==> src/rtl/cdb_arbiter_pkg.sv <==
// Shared constants and types for the common data bus arbiter.
// Functional-unit indices, unit count and the CDB broadcast record.
package cdb_arbiter_pkg;

  localparam int NUM_FU       = 5;
  localparam int DATA_WIDTH   = 32;
  localparam int ROB_IX_WIDTH = 3;
  localparam int DEST_WIDTH   = 5;

  localparam int FU_ALU   = 0;
  localparam int FU_BRALU = 1;
  localparam int FU_MUL   = 2;
  localparam int FU_DIV   = 3;
  localparam int FU_MEM   = 4;

  typedef struct packed {
    logic                    valid;
    logic [DATA_WIDTH-1:0]   value;
    logic [ROB_IX_WIDTH-1:0] rob_ix;
    logic [DEST_WIDTH-1:0]   dest;
  } cdb_t;

endpackage

==> src/rtl/cdb_arbiter_rr.sv <==
// Combinational round-robin arbiter: grants the first requester at or after ptr.
// Kept generic so issue-port arbitration can reuse it.
module rr_arbiter #(
  parameter int WIDTH = 5,
  parameter int IXW   = (WIDTH > 1) ? $clog2(WIDTH) : 1
) (
  input  logic [WIDTH-1:0] req,
  input  logic [IXW-1:0]   ptr,
  input  logic             enable,
  output logic [WIDTH-1:0] grant,
  output logic [IXW-1:0]   index,
  output logic             valid
);

  int j;

  // Scan ptr, ptr+1, ... modulo WIDTH and stop at the first request.
  always_comb begin
    grant = '0;
    index = '0;
    valid = 1'b0;
    j     = 0;
    if (enable) begin
      for (int k = 0; k < WIDTH; k++) begin
        j = (int'(ptr) + k) % WIDTH;
        if (!valid && req[j]) begin
          valid    = 1'b1;
          grant[j] = 1'b1;
          index    = IXW'(j);
        end
      end
    end
  end

endmodule

==> src/rtl/cdb_arbiter.sv <==
// CDB arbiter: round-robin grant among functional units, registered broadcast,
// and a saturating count of cycles in which units contended for the bus.
module cdb_arbiter
  import cdb_arbiter_pkg::*;
#(
  parameter int NUM_FU       = cdb_arbiter_pkg::NUM_FU,
  parameter int DATA_WIDTH   = cdb_arbiter_pkg::DATA_WIDTH,
  parameter int ROB_IX_WIDTH = cdb_arbiter_pkg::ROB_IX_WIDTH,
  parameter int DEST_WIDTH   = cdb_arbiter_pkg::DEST_WIDTH,
  parameter int SRC_W        = (NUM_FU > 1) ? $clog2(NUM_FU) : 1
) (
  input  logic                                 clk_in,
  input  logic                                 rst_in,
  input  logic                                 flush_in,
  input  logic [NUM_FU-1:0]                    fu_valid_in,
  input  logic [NUM_FU-1:0][DATA_WIDTH-1:0]    fu_data_in,
  input  logic [NUM_FU-1:0][ROB_IX_WIDTH-1:0]  fu_rob_ix_in,
  input  logic [NUM_FU-1:0][DEST_WIDTH-1:0]    fu_dest_in,
  output logic [NUM_FU-1:0]                    fu_read_out,
  output logic                                 cdb_valid_out,
  output logic [DATA_WIDTH-1:0]                cdb_value_out,
  output logic [ROB_IX_WIDTH-1:0]              cdb_rob_ix_out,
  output logic [DEST_WIDTH-1:0]                cdb_dest_out,
  output logic [SRC_W-1:0]                     cdb_src_out,
  output logic [15:0]                          conflict_count_out
);

  logic [SRC_W-1:0] ptr;
  logic [SRC_W-1:0] grant_ix;
  logic [SRC_W-1:0] next_ptr;
  logic             grant_valid;
  logic             contention;

  // Reset and flush both suppress the grant so no unit result is consumed.
  rr_arbiter #(.WIDTH(NUM_FU), .IXW(SRC_W)) u_rr (
    .req    (fu_valid_in),
    .ptr    (ptr),
    .enable (!flush_in && !rst_in),
    .grant  (fu_read_out),
    .index  (grant_ix),
    .valid  (grant_valid)
  );

  always_comb begin
    next_ptr   = ptr;
    contention = ($countones(fu_valid_in) >= 2) && !flush_in;
    if (grant_valid) begin
      next_ptr = (grant_ix == SRC_W'(NUM_FU - 1)) ? '0 : grant_ix + 1'b1;
    end
  end

  always_ff @(posedge clk_in) begin
    if (rst_in) begin
      ptr                <= '0;
      cdb_valid_out      <= 1'b0;
      cdb_value_out      <= '0;
      cdb_rob_ix_out     <= '0;
      cdb_dest_out       <= '0;
      cdb_src_out        <= '0;
      conflict_count_out <= '0;
    end else begin
      ptr           <= next_ptr;
      cdb_valid_out <= grant_valid;
      // Payload holds its last value while the broadcast is invalid.
      if (grant_valid) begin
        cdb_value_out  <= fu_data_in[grant_ix];
        cdb_rob_ix_out <= fu_rob_ix_in[grant_ix];
        cdb_dest_out   <= fu_dest_in[grant_ix];
        cdb_src_out    <= grant_ix;
      end
      if (contention && conflict_count_out != 16'hFFFF) begin
        conflict_count_out <= conflict_count_out + 16'd1;
      end
    end
  end

endmodule

==> config.mk <==
export PLATFORM = sky130hd
export DESIGN_NAME = cdb_arbiter
export DESIGN_NICKNAME = d
export VERILOG_FILES = /design/src/rtl/cdb_arbiter_pkg.sv /design/src/rtl/cdb_arbiter_rr.sv /design/src/rtl/cdb_arbiter.sv
export SDC_FILE = /design/constraint.sdc
export NUM_CORES = 1
export LEC_CHECK = 0
export ABC_CLOCK_PERIOD_IN_PS = 17700
export CELL_PAD_IN_SITES_DETAIL_PLACEMENT = 0
export CELL_PAD_IN_SITES_GLOBAL_PLACEMENT = 2
export CORE_MARGIN = 1.5
export CORE_UTILIZATION = 26
export CTS_CLUSTER_SIZE = 14
export DETAILED_ROUTE_END_ITERATION = 12
export GPL_ROUTABILITY_DRIVEN = 0
export PLACE_DENSITY_LB_ADDON = 0.1
export SLEW_MARGIN = 20
export SYNTH_ARGS = -nofsm -noshare
export SYNTH_HDL_FRONTEND = slang
export SYNTH_HIERARCHICAL = 1
export SYNTH_SLANG_ARGS = --single-unit
==> constraint.sdc <==
create_clock -name clk_in -period 17.7 [get_ports clk_in]
set_clock_uncertainty 0.05 [all_clocks]
set_input_delay 3.54 -clock clk_in [delete_from_list [all_inputs] [get_ports clk_in]]
set_output_delay 3.54 -clock clk_in [all_outputs]
set_load 0.01 [all_outputs]
==> impl.org <==
** Route
- DRT antenna net count :: 0
- Overall via count from detail_route :: 6765
- In the final routing, the length of wire on met1 measures 11300 microns.
- In the detailed route, the total length drawn on met3 is around 1400 microns.
- In the routed design, unresolved DRC markers number 0.
- In the routed layout, each cell is associated on average with a via count of 5.24.
- Post-detailed-routing wire length :: 26000 microns
- Before antenna repair, the detailed router went through 4 iterations.
- Average wire per standard cell :: between 20 and 25 microns
- The first routing iteration left 465 violations.
- Max layer used :: met4
- Detailed routing placed a total of 13200 microns of wire on met2.

** Yosys
- The synthesized netlist occupies a cell area of ~6200 sq um.
- For this run, the register share of the synthesized area comes to 0.202.
- Sorting the synthesized cells by area gives the leading types as dfxtp_1 20%, mux4_2 14%, a211oi_1 5.7%.
- The biggest area contributor in the post-synthesis netlist is dfxtp_1.
- Unique cell type count in the Yosys netlist :: 83
- Flip-flop cell with the highest count after synthesis :: dfxtp_1
- Synthesis produced a netlist whose cell count is roughly 730.
- Counting flops and latches in the post-synthesis netlist gives 63.
- Mean area per synthesized cell :: approximately 8.5 sq um
- Area share of the leading cell type in the synthesized netlist :: 0.202
- During synthesis, Yosys emitted a total of 6 warnings.
- EDFF count, synth :: 0
- Post-Synthesis Net Count :: 970
- Of all flip-flops after synthesis, the portion carrying an async set or reset was 0.

** Global route
- Overall global routing resource usage :: 0.202
- The via count of the first global-routing pass is 6432.
- GR Overflow Total :: 0
- Antenna violations before repair :: 2
- The first global-routing pass estimated 38200 microns of wire.
- Maximum number of pins on one net before global-route repair :: 89

** Clocking
- In this run, post-CTS repair resized a total of 0 instances.
- In this run, post-CTS hold repair placed 0 buffers.
- Buffer depth of the longest clock path :: 2
- TritonCTS built the clock tree.
- Clock Pin Slew Worst Setup and Hold Paths :: 0.05 ns
- CTS Sinks :: 63
- Buffer type at the clock tree root :: clkbuf_16
- Clock insertion delay at the later pin of the skew report :: roughly 0.34 ns
- The H-tree was split into 3 levels.
- Post-CTS timing repair inserted 0 buffers for setup.
- TritonCTS created 9 clock buffers.

** Worst setup path
- Capturing element type of the critical path :: output pin
- Counting both buffers and inverters, the worst setup path holds a total of 2.
- Critical Path RT :: 14.11 ns
- Worst-path cell chain :: clkdlybuf4s50_1 > nor3_1 > o21ai_0 > o211ai_1 > o21ba_2 > o311a_4 > nand3_1 > or3b_1 > a31oi_1 > clkdlybuf4s50_1
- In this design, the critical path's most frequently occurring cell is clkdlybuf4s50_1.
- Worst path slowest cell :: clkdlybuf4s50_1
- The worst setup path is launched from an input port.
- Worst Setup Path Type :: in2out
- STA puts the critical path data arrival time at 6.57 ns.
- On the critical path the largest part of the delay comes from buffers and inverters.
- Peak per-stage delay on the critical path :: 0.63 ns
- Maximum fanout along the worst path :: 10

** Run status
- Result of the run :: finished clean

** Die
- The initialized floorplan defines 56 standard-cell rows.
- The die covers 24900 sq um.
- From left edge to right edge, the die measures roughly 160 microns.
- The floorplan step defined a core boundary enclosing 23500 sq um.
- For this design the top-level I/O count stands at 273.
- The die is around 160 microns tall.
- For this configuration, the core starts out at a cell density of 0.265.

** STA
- Measured against its own limit, the worst slew margin works out to 0.375.
- The max-slew violation count was 0.
- Setup violations remaining at the end of the flow were counted as 0.
- Final Hold Viols :: 0
- Worst Tran Pin Value :: 0.937 ns
- After routing, the total negative slack on setup checks comes to 0 ns.
- In the finished design, the share of the clock period the worst path needs comes to 0.574.
- Achievable clock frequency :: 98.4 MHz
- The worst path in the final design needs a cycle of 10.16 ns, including I/O delays and setup.
- RSZ-0062 raised after global routing :: no

** Pwr
- Power per Cell Area :: about 70 nW/um^2
- VDD sags by at most approximately 0.038 mV.
- In this run the static leakage power is about 0.0033 uW.

** Placed design
- Placed wire-length estimate after detailed placement :: 20300 microns
- Including well taps, the total number of placed cells is 1275.
- Buffers placed on the I/O ports in this run total 272.

** Layout
- Signed area change from the synthesized netlist to the final layout :: 52.1%
- Layout fillers :: 2369
- At the end of the flow, the number of nets in the layout was about 1200.
- Leaving out filler cells and counting taps, the final layout contains roughly 1300.
- In the final layout, the share of cells above drive strength 1 is 0.0989.

** Worst hold path
- The min-delay analysis places its worst path in the category reg2reg.

** Flow run
- Max-cap violations in this run came to 0.
## through the flow
| step | area, sq um | power (uW) | util | setup WS [ns] | hold WS, ns |
|---|---|---|---|---|---|
| floorplan | 6230 | 372 | - | 8.81 | 0.455 |
| global placement | 9210 | 506 | 0.392 | 7.62 | 0.423 |
| detailed placement | 9210 | 501 | 0.392 | 7.59 | 0.427 |
| CTS | 9470 | 669 | 0.404 | 7.58 | 0.434 |
| global route | 9480 | 705 | 0.404 | 7.42 | 0.452 |
| finish | 9480 | 662 | 0.404 | 7.54 | 0.434 |
## final cells by class
class	instances	area [sq um]	share of cell area
antenna	2	5.00	0.000528
clock inverter	4	22.5	0.00238
tap	319	399	0.0421
inverter	30	113	0.0119
multi-input combinational	578	4620	0.487
sequential	63	1260	0.133
timing repair buffer	285	2820	0.297
clock buffer	11	243	0.0256
## flip-flops by register name, summed over array words and instances (netlist names)
name and cells:
cdb_value_out 32, conflict_count_out 16, cdb_dest_out 5, cdb_valid_out 1, cdb_src_out 3, ptr 3
cdb_rob_ix_out 3
## worst paths after layout
path,startpoint,end,slack (ns),depth (start not counted)
worst max-delay path,fu_valid_in[1],fu_read_out[0],7.54,10
worst min-delay path,cdb_value_out[1]$_SDFFE_PP0P_,cdb_value_out[1]$_SDFFE_PP0P_,0.43,2
worst max register to register,ptr[1]$_SDFFE_PP0P_,cdb_value_out[18]$_SDFFE_PP0P_,10.76,20
worst min register to register,cdb_value_out[1]$_SDFFE_PP0P_,cdb_value_out[1]$_SDFFE_PP0P_,0.43,2
## power by group
| group | total (uW) | switching (uW) | leakage [uW] | internal (uW) |
|---|---|---|---|---|
| combinational | 338 | 172 | 0.00266 | 165 |
| sequential | 160 | 7.06 | 0.000516 | 153 |
| clock | 164 | 66.8 | 0.000131 | 97.0 |
| total | 662 | 246 | 0.00330 | 416 |
## cells in the mapped netlist (all sizes together) (9+ instances only)
| cell | n |
|---|---|
| a211oi | 48 |
| a21oi | 32 |
| a22oi | 42 |
| buf | 27 |
| clkbuf | 35 |
| dfxtp | 63 |
| ha | 28 |
| inv | 29 |
| mux2i | 19 |
| mux4 | 40 |
| nand2 | 35 |
| nand2b | 10 |
| nand3 | 15 |
| nor2 | 82 |
| nor2b | 10 |
| nor3 | 28 |
| o21ai | 29 |
| xnor2 | 9 |
## layout by cell type, fill, tap and decap left out, types with 5 or more instances in the layout
| cell | n |
|---|---|
| a211oi_1 | 47 |
| a21oi_1 | 29 |
| a22oi_1 | 42 |
| a31oi_1 | 6 |
| and2_1 | 5 |
| and3_1 | 6 |
| buf_4 | 13 |
| clkbuf_16 | 9 |
| clkdlybuf4s50_1 | 271 |
| dfxtp_1 | 63 |
| ha_1 | 28 |
| inv_1 | 29 |
| mux2_2 | 6 |
| mux2i_1 | 19 |
| mux4_2 | 40 |
| nand2_1 | 35 |
| nand2b_1 | 10 |
| nand3_1 | 15 |
| nand3b_1 | 5 |
| nor2_1 | 80 |
| nor2b_1 | 10 |
| nor3_1 | 27 |
| nor4_1 | 6 |
| o21ai_0 | 27 |
| o21bai_1 | 6 |
| o22ai_1 | 7 |
| o31ai_1 | 7 |
| or3_1 | 7 |
| or4_1 | 5 |
| xnor2_1 | 8 |
## worst register-to-register path, stage by stage, from the launching register on
cell and delay [ns]:
dfxtp_1 0.80, inv_1 0.43, ha_1 0.43, a21oi_2 0.58, inv_1 0.31, ha_1 0.39
nand2b_1 0.17, o21bai_1 0.19, nand2_1 0.14, a21oi_2 0.10, or4_1 0.48, a32o_2 0.31
nand3b_4 0.20, nand3b_1 0.19, a21oi_1 0.47, clkinv_1 0.13, buf_4 0.31, nor3_2 0.22
buf_4 0.44, a22oi_1 0.25, a211oi_1 0.27
## kinds of logic after synthesis
group / synth area share
and+or+nand+nor: 0.200
AOI/OAI and AO/OA: 0.273
buffers and inverters: 0.0637
muxes: 0.188
DFF: 0.202
adders and majority gates: 0.0594
xor gates and xnor gates: 0.0139
## routing by layer
layer	GRT usage	up-vias
met2	0.341	217
met1	0.263	3237
li1	-	3300
met4	0.0386	0
met3	0.0460	11
met5	0	-
(Power assumes the default switching activity.)
